==> config.mk <==
export PLATFORM = sky130hd
export DESIGN_NAME = debounce_edge
export DESIGN_NICKNAME = d
export VERILOG_FILES = /design/src/rtl/debounce_edge.sv
export SDC_FILE = /design/constraint.sdc
export NUM_CORES = 1
export LEC_CHECK = 0
export ABC_AREA = 1
export BUFFER_PORTS_ARGS = -buffer_cell sky130_fd_sc_hd__buf_4
export CELL_PAD_IN_SITES_DETAIL_PLACEMENT = 0
export CELL_PAD_IN_SITES_GLOBAL_PLACEMENT = 1
export CORE_MARGIN = 2
export CORE_UTILIZATION = 42
export CTS_CLUSTER_SIZE = 24
export DETAILED_ROUTE_END_ITERATION = 8
export PLACE_DENSITY = 0.92
export SLEW_MARGIN = 20
export SYNTH_ARGS = -nofsm -noshare
export SYNTH_HDL_FRONTEND = slang
export SYNTH_SLANG_ARGS = --single-unit
==> constraint.sdc <==
create_clock -name clk -period 2.8 [get_ports clk]
set_input_delay 0.28 -clock clk [delete_from_list [all_inputs] [get_ports clk]]
set_output_delay 0.28 -clock clk [all_outputs]
set_load 0.02 [all_outputs]
==> src/rtl/debounce_edge.sv <==
// Glitch filter for an already-synchronized level: debounced y plus one-cycle rise/fall strobes.
// Optional rising-edge event counter built when DEBOUNCE_EVCNT_EN is defined.
module debounce_edge #(
    parameter logic        P_DEFVAL = 1'b0,
    parameter int unsigned P_CNT_W  = 16
) (
    input  logic               clk,
    input  logic               rst_n,
    input  logic               a,
    input  logic [P_CNT_W-1:0] thresh,
    output logic               y,
    output logic               rise,
    output logic               fall,
    output logic               busy,
    input  logic               ev_clr,
    output logic [31:0]        ev_cnt
);

    typedef enum logic {STABLE, PEND} state_t;

    state_t             state;
    logic [P_CNT_W-1:0] cnt;
    logic [P_CNT_W-1:0] thr_q;
    logic [P_CNT_W-1:0] thr_eff;
    logic [P_CNT_W-1:0] cnt_inc;

    always_comb begin
        thr_eff = (thresh == '0) ? P_CNT_W'(1) : thresh;
        cnt_inc = cnt + P_CNT_W'(1);
    end

    always_ff @(posedge clk) begin
        if (!rst_n) begin
            state <= STABLE;
            y     <= P_DEFVAL;
            rise  <= 1'b0;
            fall  <= 1'b0;
            busy  <= 1'b0;
            cnt   <= '0;
            thr_q <= '0;
        end else begin
            rise <= 1'b0;
            fall <= 1'b0;
            case (state)
                STABLE: begin
                    if (a != y) begin
                        if (thr_eff == P_CNT_W'(1)) begin
                            y    <= a;
                            rise <= a;
                            fall <= ~a;
                        end else begin
                            state <= PEND;
                            busy  <= 1'b1;
                            cnt   <= P_CNT_W'(1);
                            thr_q <= thr_eff;
                        end
                    end else begin
                        cnt <= '0;
                    end
                end
                PEND: begin
                    // thr_q was captured on entry; thresh changes here are ignored
                    if (a == y) begin
                        state <= STABLE;
                        busy  <= 1'b0;
                        cnt   <= '0;
                    end else if (cnt_inc == thr_q) begin
                        y     <= a;
                        rise  <= a;
                        fall  <= ~a;
                        state <= STABLE;
                        busy  <= 1'b0;
                        cnt   <= '0;
                    end else begin
                        cnt <= cnt_inc;
                    end
                end
                default: begin
                    state <= STABLE;
                    busy  <= 1'b0;
                    cnt   <= '0;
                end
            endcase
        end
    end

`ifdef DEBOUNCE_EVCNT_EN
    logic [31:0] ev_q;

    // Counts the registered rise strobe; a clear in the same cycle keeps that rise.
    always_ff @(posedge clk) begin
        if (!rst_n) begin
            ev_q <= '0;
        end else if (ev_clr) begin
            ev_q <= {31'b0, rise};
        end else begin
            ev_q <= ev_q + {31'b0, rise};
        end
    end

    assign ev_cnt = ev_q;
`else
    logic unused_ev_clr;
    assign unused_ev_clr = ev_clr;
    assign ev_cnt        = '0;
`endif

endmodule

Word level (Yosys, flattened, before mapping)
Cells that the tools add are included.
{ "totals": {"regBits": 37, "inputBits": 20, "output_inout_bits": 36, "wordCells": 57} }
{ "op_classes": {"n_addsub": 1, "eq_ne": 11, "mux": 31, "n_bitwise": 3, "n_reduce_logical": 4} }
{ "ops": {"columns": ["operator", "count"], "rows": [
  ["2-to-1 mux 16 bit", 5],
  ["case mux 16 bit (2 select lines)", 1],
  ["2-to-1 mux 1 bit", 20],
  ["adder 16 x 1 -> 16 bit (second input constant)", 1],
  ["equality test 16 x 1 -> 1 bit (second input constant)", 1],
  ["equality test 16 bit", 1],
  ["zero test 16 bit", 1],
  ["case mux 1 bit (2 select lines)", 5],
  ["!= test 2 bit (second input constant)", 4],
  ["AND reduction 3 bit", 2],
  ["AND reduction 4 bit", 1],
  ["!= test 3 x 1 -> 1 bit (second input constant)", 1],
  ["!= test 3 bit (second input constant)", 1],
  ["inverter 1 bit", 3],
  ["!= test 2 x 1 -> 1 bit (second input constant)", 1],
  ["equality test 1 bit", 1],
  ["!= test 1 bit", 1]
]} }

Logic depth before layout (Yosys ltp)
Gate-level depths: netlist (run 1).
{ "logic_depth": {"depth_word": 6, "depth_mapped": 15, "ltp_nobuf": 15} }

Worst setup path before layout (run 1)
OpenSTA, ideal clock, no wires.
{ "synth_path": {"path_type": "register to register", "start": "register cnt[0]", "end": "register cnt[10]", "setup_time_ns": 0.134, "t_arrival_ns": 1.711, "t_required_ns": 2.666, "path_slack_ns": 0.955, "stages_incl_launch_ff": 16, "n_path_buf": 1, "period_less_slack_ns": 1.845, "path_cell_list": "dfxtp_1 > ha_1 > nand3_2 > inv_2 > nand2_1 > nand2_1 > nand2_1 > nand2_1 > nand2_1 > nor2_2 > nand3_2 > nor2_4 > nand2_4 > buf_6 > nand3_2 > a21oi_2"} }
{ "synth_via": {"elab_chain_cells": 5} }
{ "synth_rtl": {"columns": ["element", "line", "text"], "rows": [
  ["from (decl)", "22", "logic [P_CNT_W-1:0] cnt;"],
  ["from (signal assigned)", "75", "cnt <= cnt_inc;"],
  ["adder 16 x 1 -> 16 bit *", "29", "cnt_inc = cnt + P_CNT_W'(1);"],
  ["equality test 16 bit", "67", "end else if (cnt_inc == thr_q) begin"],
  ["2-to-1 mux 16 bit *", "67", null],
  ["2-to-1 mux 16 bit *", "63", "if (a == y) begin"],
  ["case mux 16 bit (2 select lines) *", "44", "case (state)"]
]} }
Mark *: on every way between the ends. The rest lies on a longest branch, timed or not.
A chain may end at the register's enable or synchronous reset.

Worst setup path in the final report (run 1)
{ "layout_path": {"start": "register cnt[0]", "end": "register busy"} }
{ "layout_via": {"elab_chain_cells": 4} }
{ "layout_rtl": {"columns": ["element", "line", "text"], "rows": [
  ["adder 16 x 1 -> 16 bit", "29", null],
  ["equality test 16 bit", "67", null],
  ["!= test 3 x 1 -> 1 bit (no source line)", null, null],
  ["AND reduction 3 bit (no source line)", null, null],
  ["to (signal assigned)", "38", "busy <= 1'b0;"],
  ["to (signal assigned)", "65", "busy <= 1'b0;"],
  ["to (signal assigned)", "72", "busy <= 1'b0;"],
  ["to (decl)", "14", "output logic busy,"]
]} }
No other way between the ends.

==> results.sh, run 1 <==
export IMPL_worst_pin_slew_ps=591
export IMPL_yosysSeqAreaShare_pct=29.5
export IMPL_numCtsBuffers=5
export IMPL_power_static_leakage_nw=1.09
export IMPL_finalSetupViolations=0
export IMPL_clk_latency_ps=290
export IMPL_fin_cells=449
export IMPL_drt_wl_total_um=5570
export IMPL_min_path_type="primary input to flop"
export IMPL_drv_slew=0
export IMPL_grt_ovfl_total=0
export IMPL_crit_path_frequent_cell="nand2_1"
export IMPL_synth_seq_cells=37
export IMPL_dieArea_mm2=0.00661
export IMPL_post_cts_buffers=0
export IMPL_synth_edf_count=0
export IMPL_worstSetupStartpointType="flop"
export IMPL_layout_drive_gt1_share_pct=22.2
export IMPL_postSynthAreaPerCell_um2=7.13
export IMPL_stdcell_area_mm2=0.00270
export IMPL_cts_resized=0
export IMPL_grt_max_degree=31
export IMPL_finalHoldViolCount=0
export IMPL_io_pins=56
export IMPL_firstDrtPassIters=4
export IMPL_floorplan_core_area_mm2=0.00585
export IMPL_postCtsHoldBufs=0
export IMPL_max_slew_margin_pct=60.6
export IMPL_num_vias=2202
export IMPL_grt_setup_unrepaired="false"
export IMPL_start_util_pct=42.9
export IMPL_worstSetupPathType="flop to flop"
export IMPL_post_route_period_util_pct=80.8
export IMPL_grt_pass1_wl_um=9390
export IMPL_fill_cells=622
export IMPL_yosys_top_cells_area="dfxtp_1, nand2_1, buf_4, nand3_2, inv_1"
export IMPL_antenna_found_initial=0
export IMPL_cts_sinks=37
export IMPL_clkTransAtPathRegs_ps=70
export IMPL_setup_tns_final_ps=0
export IMPL_wire_per_inst_um=12.4
export IMPL_synthCells=352
export IMPL_synth_ff_type="dfxtp_1"
export IMPL_slowest_stage="dfxtp_1"
export IMPL_fin_crit_ps=2260
export IMPL_die_w_um=81.3
export IMPL_fmax_ghz=0.442
export IMPL_num_rows=28
export IMPL_placed_cell_area_mm2=0.00262
export IMPL_viasPerCell=4.90
export IMPL_yosys_warnings=0
export IMPL_dp_cells=441
export IMPL_dp_hpwl_um=4050
export IMPL_crit_path_end_kind="flop"
export IMPL_worst_hold_slack_ps=171
export IMPL_ctsLongestPathBuffers=2
export IMPL_finClkSkew_ps=3.49
export IMPL_cp_slowest_stage_delay_ps=410
export IMPL_yosys_area_top_type="dfxtp_1"
export IMPL_dpl_worst_slack_ps=537
export IMPL_worstPathArrival_ps=2420
export IMPL_worst_slack_ps=537
export IMPL_num_antenna_cells=0
export IMPL_grt_usage_pct=18.7
export IMPL_cp_required_ps=2960
export IMPL_yosysTopAreaCellShare_pct=29.5
export IMPL_h_tree_depth=2
export IMPL_syn_to_final_growth_pct=7.58
export IMPL_cts_tree="built"
export IMPL_post_route_util_pct=46.1
export IMPL_path_cells="ha_1 > nand3_2 > inv_2 > nand2_1 > nand2_1 > nand2_1 > nand2_1 > nand2_1 > nor2_2 > nand3_2 > nor2_4 > nand2_4 > a21oi_1 > nor3_1"
export IMPL_synthesis_area_mm2=0.00251
export IMPL_path_max_fanout=17
export IMPL_power_density_mw_per_mm2=411
export IMPL_drtIter0Drc=130
export IMPL_status="finished, final reports clean"
export IMPL_gp_congestion=0.824
export IMPL_nets=394
export IMPL_max_cap_viol_count=0
export IMPL_ant_nets=0
export IMPL_dieHeight_um=81.3
export IMPL_route_detailed_drc=0
export IMPL_root_buffer="clkbuf_8"
export IMPL_synthArstFlopShare_pct=0
export IMPL_io_buffers=22
export IMPL_irDropWorstVdd_v=0.000255
export IMPL_first_global_vias=2014
export IMPL_yosysUniqueCellTypes=32
export IMPL_total_power_mw=1.11
area by class of cell:
cell class	count	area, um2	share of cell area [%]
flip-flops and latches	37	741	27.4
repair buffers	26	195	7.23
inverters	33	124	4.59
clock buffers	6	72.6	2.69
multi-input cells	270	1460	54.2
well taps	75	93.8	3.48
clock inverters	2	10.0	0.371
critical path, delay by kind of cell, from the launching register on:
kind | cells | cell delay [ps]
flip-flops | 1 | 410
adder cells (fa/ha/maj) | 1 | 260
buffers and inverters | 1 | 140
AO/OA/AOI/OAI | 1 | 200
AND/OR/NAND/NOR | 11 | 1120
cells in the mapped netlist (3+ instances only):
cell	count
nand2_2	11
inv_1	32
nand3_2	13
nand4_1	13
o21ai_0	22
dfxtp_1	37
buf_4	33
a211oi_1	11
nor2_1	28
nand3_1	22
clkbuf_1	7
nor2_4	5
nor4_1	3
a21oi_1	13
a21oi_2	11
nor2_2	4
nand2_1	68
state kept, by name, summed over array words and instances (netlist names):
register / cells
state: 1
cnt: 16
thr_q: 16
fall: 1
y: 1
rise: 1
busy: 1
where the power goes:
part           leakage (nW)  switching, mW  internal [mW]  total (mW)
Clock                0.0450          0.193          0.173       0.365
Sequential            0.303         0.0109          0.547       0.558
Combinational         0.743          0.126         0.0587       0.185
layout by cell type (no fill, tap or decap), types with 2 or more instances in the layout:
| cell | count |
|---|---|
| nand2_1 | 68 |
| dfxtp_1 | 37 |
| inv_1 | 32 |
| conb_1 | 32 |
| nor2_1 | 28 |
| buf_4 | 26 |
| nand3_1 | 22 |
| o21ai_0 | 22 |
| nand3_2 | 13 |
| nand4_1 | 13 |
| a21oi_1 | 13 |
| nand2_2 | 11 |
| a21oi_2 | 11 |
| a211oi_1 | 11 |
| nor2_4 | 5 |
| clkbuf_8 | 5 |
| nor2_2 | 4 |
| nor4_1 | 3 |
| nand3b_1 | 2 |
| xnor2_1 | 2 |
| o21bai_2 | 2 |
| nor3_1 | 2 |
| clkinv_2 | 2 |
routing by layer:
layer  part of all wire, %  up-vias  track usage, %
met3                   3.3        5            3.67
met1                    48      997            24.5
met5                     0        -               0
li1                      -     1148               -
met2                    48       52            30.2
met4                   1.3        0            7.12
path summary, 6_finish.rpt:
| path | start | end | slack, ps | cells after the start |
|---|---|---|---|---|
| hold reg to reg | thr_q[5]$_SDFFE_PN0P_ | thr_q[5]$_SDFFE_PN0P_ | 470 | 2 |
| hold / removal | a | fall$_SDFF_PN0_ | 170 | 2 |
| setup / recovery | cnt[0]$_SDFFE_PN0P_ | busy$_SDFFE_PN0P_ | 540 | 14 |
| setup reg to reg | cnt[0]$_SDFFE_PN0P_ | busy$_SDFFE_PN0P_ | 540 | 14 |
cell families (layout without fill, tap and decap cells):
logic type / count (synthesis) / in the layout / share of synthesized area [%]
AOI/OAI and AO/OA: 60 / 60 / 15.3
xor gates and xnor gates: 3 / 3 / 1.60
adders and majority gates: 1 / 1 / 0.499
buffers and inverters: 76 / 67 / 16.8
DFF: 37 / 37 / 29.5
other: 1 / 32 / 0.149
and+or+nand+nor: 174 / 174 / 36.1
No activity file was read; power rests on OpenSTA's default activity.
==> run 2: changes to the inputs <==
--- a/config.mk
+++ b/config.mk
@@ -10,10 +10,10 @@
 export CELL_PAD_IN_SITES_DETAIL_PLACEMENT = 0
 export CELL_PAD_IN_SITES_GLOBAL_PLACEMENT = 1
 export CORE_MARGIN = 2
-export CORE_UTILIZATION = 42
+export CORE_UTILIZATION = 35
 export CTS_CLUSTER_SIZE = 24
 export DETAILED_ROUTE_END_ITERATION = 8
-export PLACE_DENSITY = 0.92
+export PLACE_DENSITY = 0.82
 export SLEW_MARGIN = 20
 export SYNTH_ARGS = -nofsm -noshare
 export SYNTH_HDL_FRONTEND = slang
==> constraint.sdc (replaced) <==
create_clock -name clk -period 1.95 [get_ports clk]
set_input_delay 0.195 -clock clk [delete_from_list [all_inputs] [get_ports clk]]
set_output_delay 0.195 -clock clk [all_outputs]
set_load 0.02 [all_outputs]
==> run 2 against run 1 <==
  * Highest routed layer unchanged
  * Clock power rose by 46%
  * Final cell count rose by 12%
  * Setup slack got worse by 510 ps
  * Wire length rose by 9.6%
==> results.sh, run 2 (synthesis gave the netlist of run 1 again) <==
export IMPL_io_buffers=22
export IMPL_dieHeight_um=88.7
export IMPL_power_density_mw_per_mm2=520
export IMPL_fmax_ghz=0.520
export IMPL_root_buffer="clkbuf_8"
export IMPL_irDropWorstVdd_v=0.000369
export IMPL_route_detailed_drc=0
export IMPL_holdPathEnd="fall$_SDFF_PN0_"
export IMPL_post_cts_buffers=0
export IMPL_cts_tree="built"
export IMPL_power_static_leakage_nw=1.29
export IMPL_hold_depth=2
export IMPL_reg2reg_setup_slack_ps=30
export IMPL_die_w_um=88.7
export IMPL_clk_latency_ps=290
export IMPL_wire_per_inst_um=12.2
export IMPL_num_vias=2340
export IMPL_postCtsHoldBufs=0
export IMPL_dieArea_mm2=0.00786
export IMPL_first_global_vias=2113
export IMPL_grt_setup_unrepaired="true"
export IMPL_status="finished, final reports clean"
export IMPL_cp_required_ps=2180
export IMPL_viasPerCell=4.67
export IMPL_min_path_type="primary input to flop"
export IMPL_grt_ovfl_total=0
export IMPL_drtIter0Drc=110
export IMPL_max_cap_viol_count=0
export IMPL_placed_cell_area_mm2=0.00291
export IMPL_gp_congestion=0.768
export IMPL_worstSetupPathType="flop to flop"
export IMPL_layout_drive_gt1_share_pct=32.3
export IMPL_drv_slew=0
export IMPL_syn_to_final_growth_pct=25.0
export IMPL_drt_wl_total_um=6110
export IMPL_cts_sinks=37
export IMPL_r2r_worst_path_cells=14
export IMPL_nets=425
export IMPL_h_tree_depth=2
export IMPL_worstPathArrival_ps=2150
export IMPL_grt_pass1_wl_um=9960
export IMPL_io_pins=56
export IMPL_finClkSkew_ps=5.77
export IMPL_min_from="a"
export IMPL_timing_rr_end="y$_SDFFE_PN0P_"
export IMPL_ctsLongestPathBuffers=2
export IMPL_final_common_cell="nand2_1"
export IMPL_finalSetupViolations=0
export IMPL_max_slew_margin_pct=61.1
export IMPL_path_max_fanout=7
export IMPL_worstReg2RegStart="cnt[0]$_SDFFE_PN0P_"
export IMPL_floorplan_core_area_mm2=0.00687
export IMPL_num_antenna_cells=0
export IMPL_num_rows=30
export IMPL_crit_path_end_kind="flop"
export IMPL_post_route_period_util_pct=98.6
export IMPL_final_cell_mix="nand2_1, buf_4, inv_1, conb_1, dfxtp_1"
export IMPL_dp_hpwl_um=4420
export IMPL_reg_largest_list="cnt x16, thr_q x16"
export IMPL_setup_tns_final_ps=0
export IMPL_worst_hold_slack_ps=107
export IMPL_finalHoldViolCount=0
export IMPL_clkTransAtPathRegs_ps=70
export IMPL_start_util_pct=36.5
export IMPL_firstDrtPassIters=5
export IMPL_worstSetupStartpointType="flop"
export IMPL_fill_cells=709
export IMPL_worst_pin_slew_ps=583
export IMPL_fin_crit_ps=1920
export IMPL_grt_usage_pct=16.4
export IMPL_antenna_found_initial=0
export IMPL_stdcell_area_mm2=0.00314
export IMPL_numCtsBuffers=5
export IMPL_ant_nets=0
export IMPL_grt_max_degree=31
-- run 2: layer usage --
metal  global-route usage, %  part of all wire (%)  wire length, um
met4                    4.55                   1.2               73
met5                       0                     0                0
met1                    20.3                    44             2720
met3                    2.89                   4.1              253
met2                    29.1                    50             3060
-- run 2: power by group --
part           switching, mW  internal (mW)
clock                  0.278          0.254
combinational          0.192          0.104
sequential            0.0174          0.784
-- run 2: timing repair --
item,CTS,global route
resized for setup,19,20
pin swaps,9,19
setup endpoints to repair,21,21
cloned,0,0
-- run 2: cell type report --
| type | instances | area (um2) | area share (%) |
|---|---|---|---|
| inverter | 33 | 129 | 4.11 |
| sequential | 37 | 756 | 24.1 |
| timing repair buffer | 57 | 484 | 15.4 |
| tap | 96 | 120 | 3.83 |
| clock buffer | 8 | 80.1 | 2.55 |
| multi-input combinational | 270 | 1570 | 50.0 |
-- run 2: how the worst max path moves through the flow --
stage / cells past startpoint / slack (ps) / to / startpoint
after floorplan: 15 / 110 / cnt[10]$_SDFFE_PN0P_ / cnt[0]$_SDFFE_PN0P_
after global placement: 14 / -120 / y$_SDFFE_PN0P_ / cnt[0]$_SDFFE_PN0P_
after detailed placement: 14 / -150 / y$_SDFFE_PN0P_ / cnt[0]$_SDFFE_PN0P_
after CTS: 14 / 0.6 / y$_SDFFE_PN0P_ / cnt[1]$_SDFFE_PN0P_
after global routing: 16 / -140 / y$_SDFFE_PN0P_ / cnt[1]$_SDFFE_PN0P_
final: 14 / 30 / y$_SDFFE_PN0P_ / cnt[0]$_SDFFE_PN0P_
-- run 2: stage by stage --
step | cells | total power, mW | util (%) | worst slack, ps
2_1_floorplan | 383 | 1.06 | - | 105
3_3_place_gp | 493 | 1.10 | 42.4 | -117
3_5_place_dp | 493 | 1.10 | 42.4 | -154
4_1_cts | 501 | 1.64 | 44.7 | 0.571
5_1_grt | 501 | 1.71 | 45.7 | -136
6_report | 501 | 1.63 | 45.7 | 27.4
-- run 2: critical path, stage by stage, from the launching register on --
cell	delay [ps]
dfxtp_4	380
ha_4	150
nand3_4	110
inv_6	110
nand2_2	60
o21bai_2	170
nand3_1	90
nand2_1	70
nand2_1	70
nor2_4	180
buf_6	130
nand3_4	80
nand2_4	90
nand2_4	50
a21oi_2	100
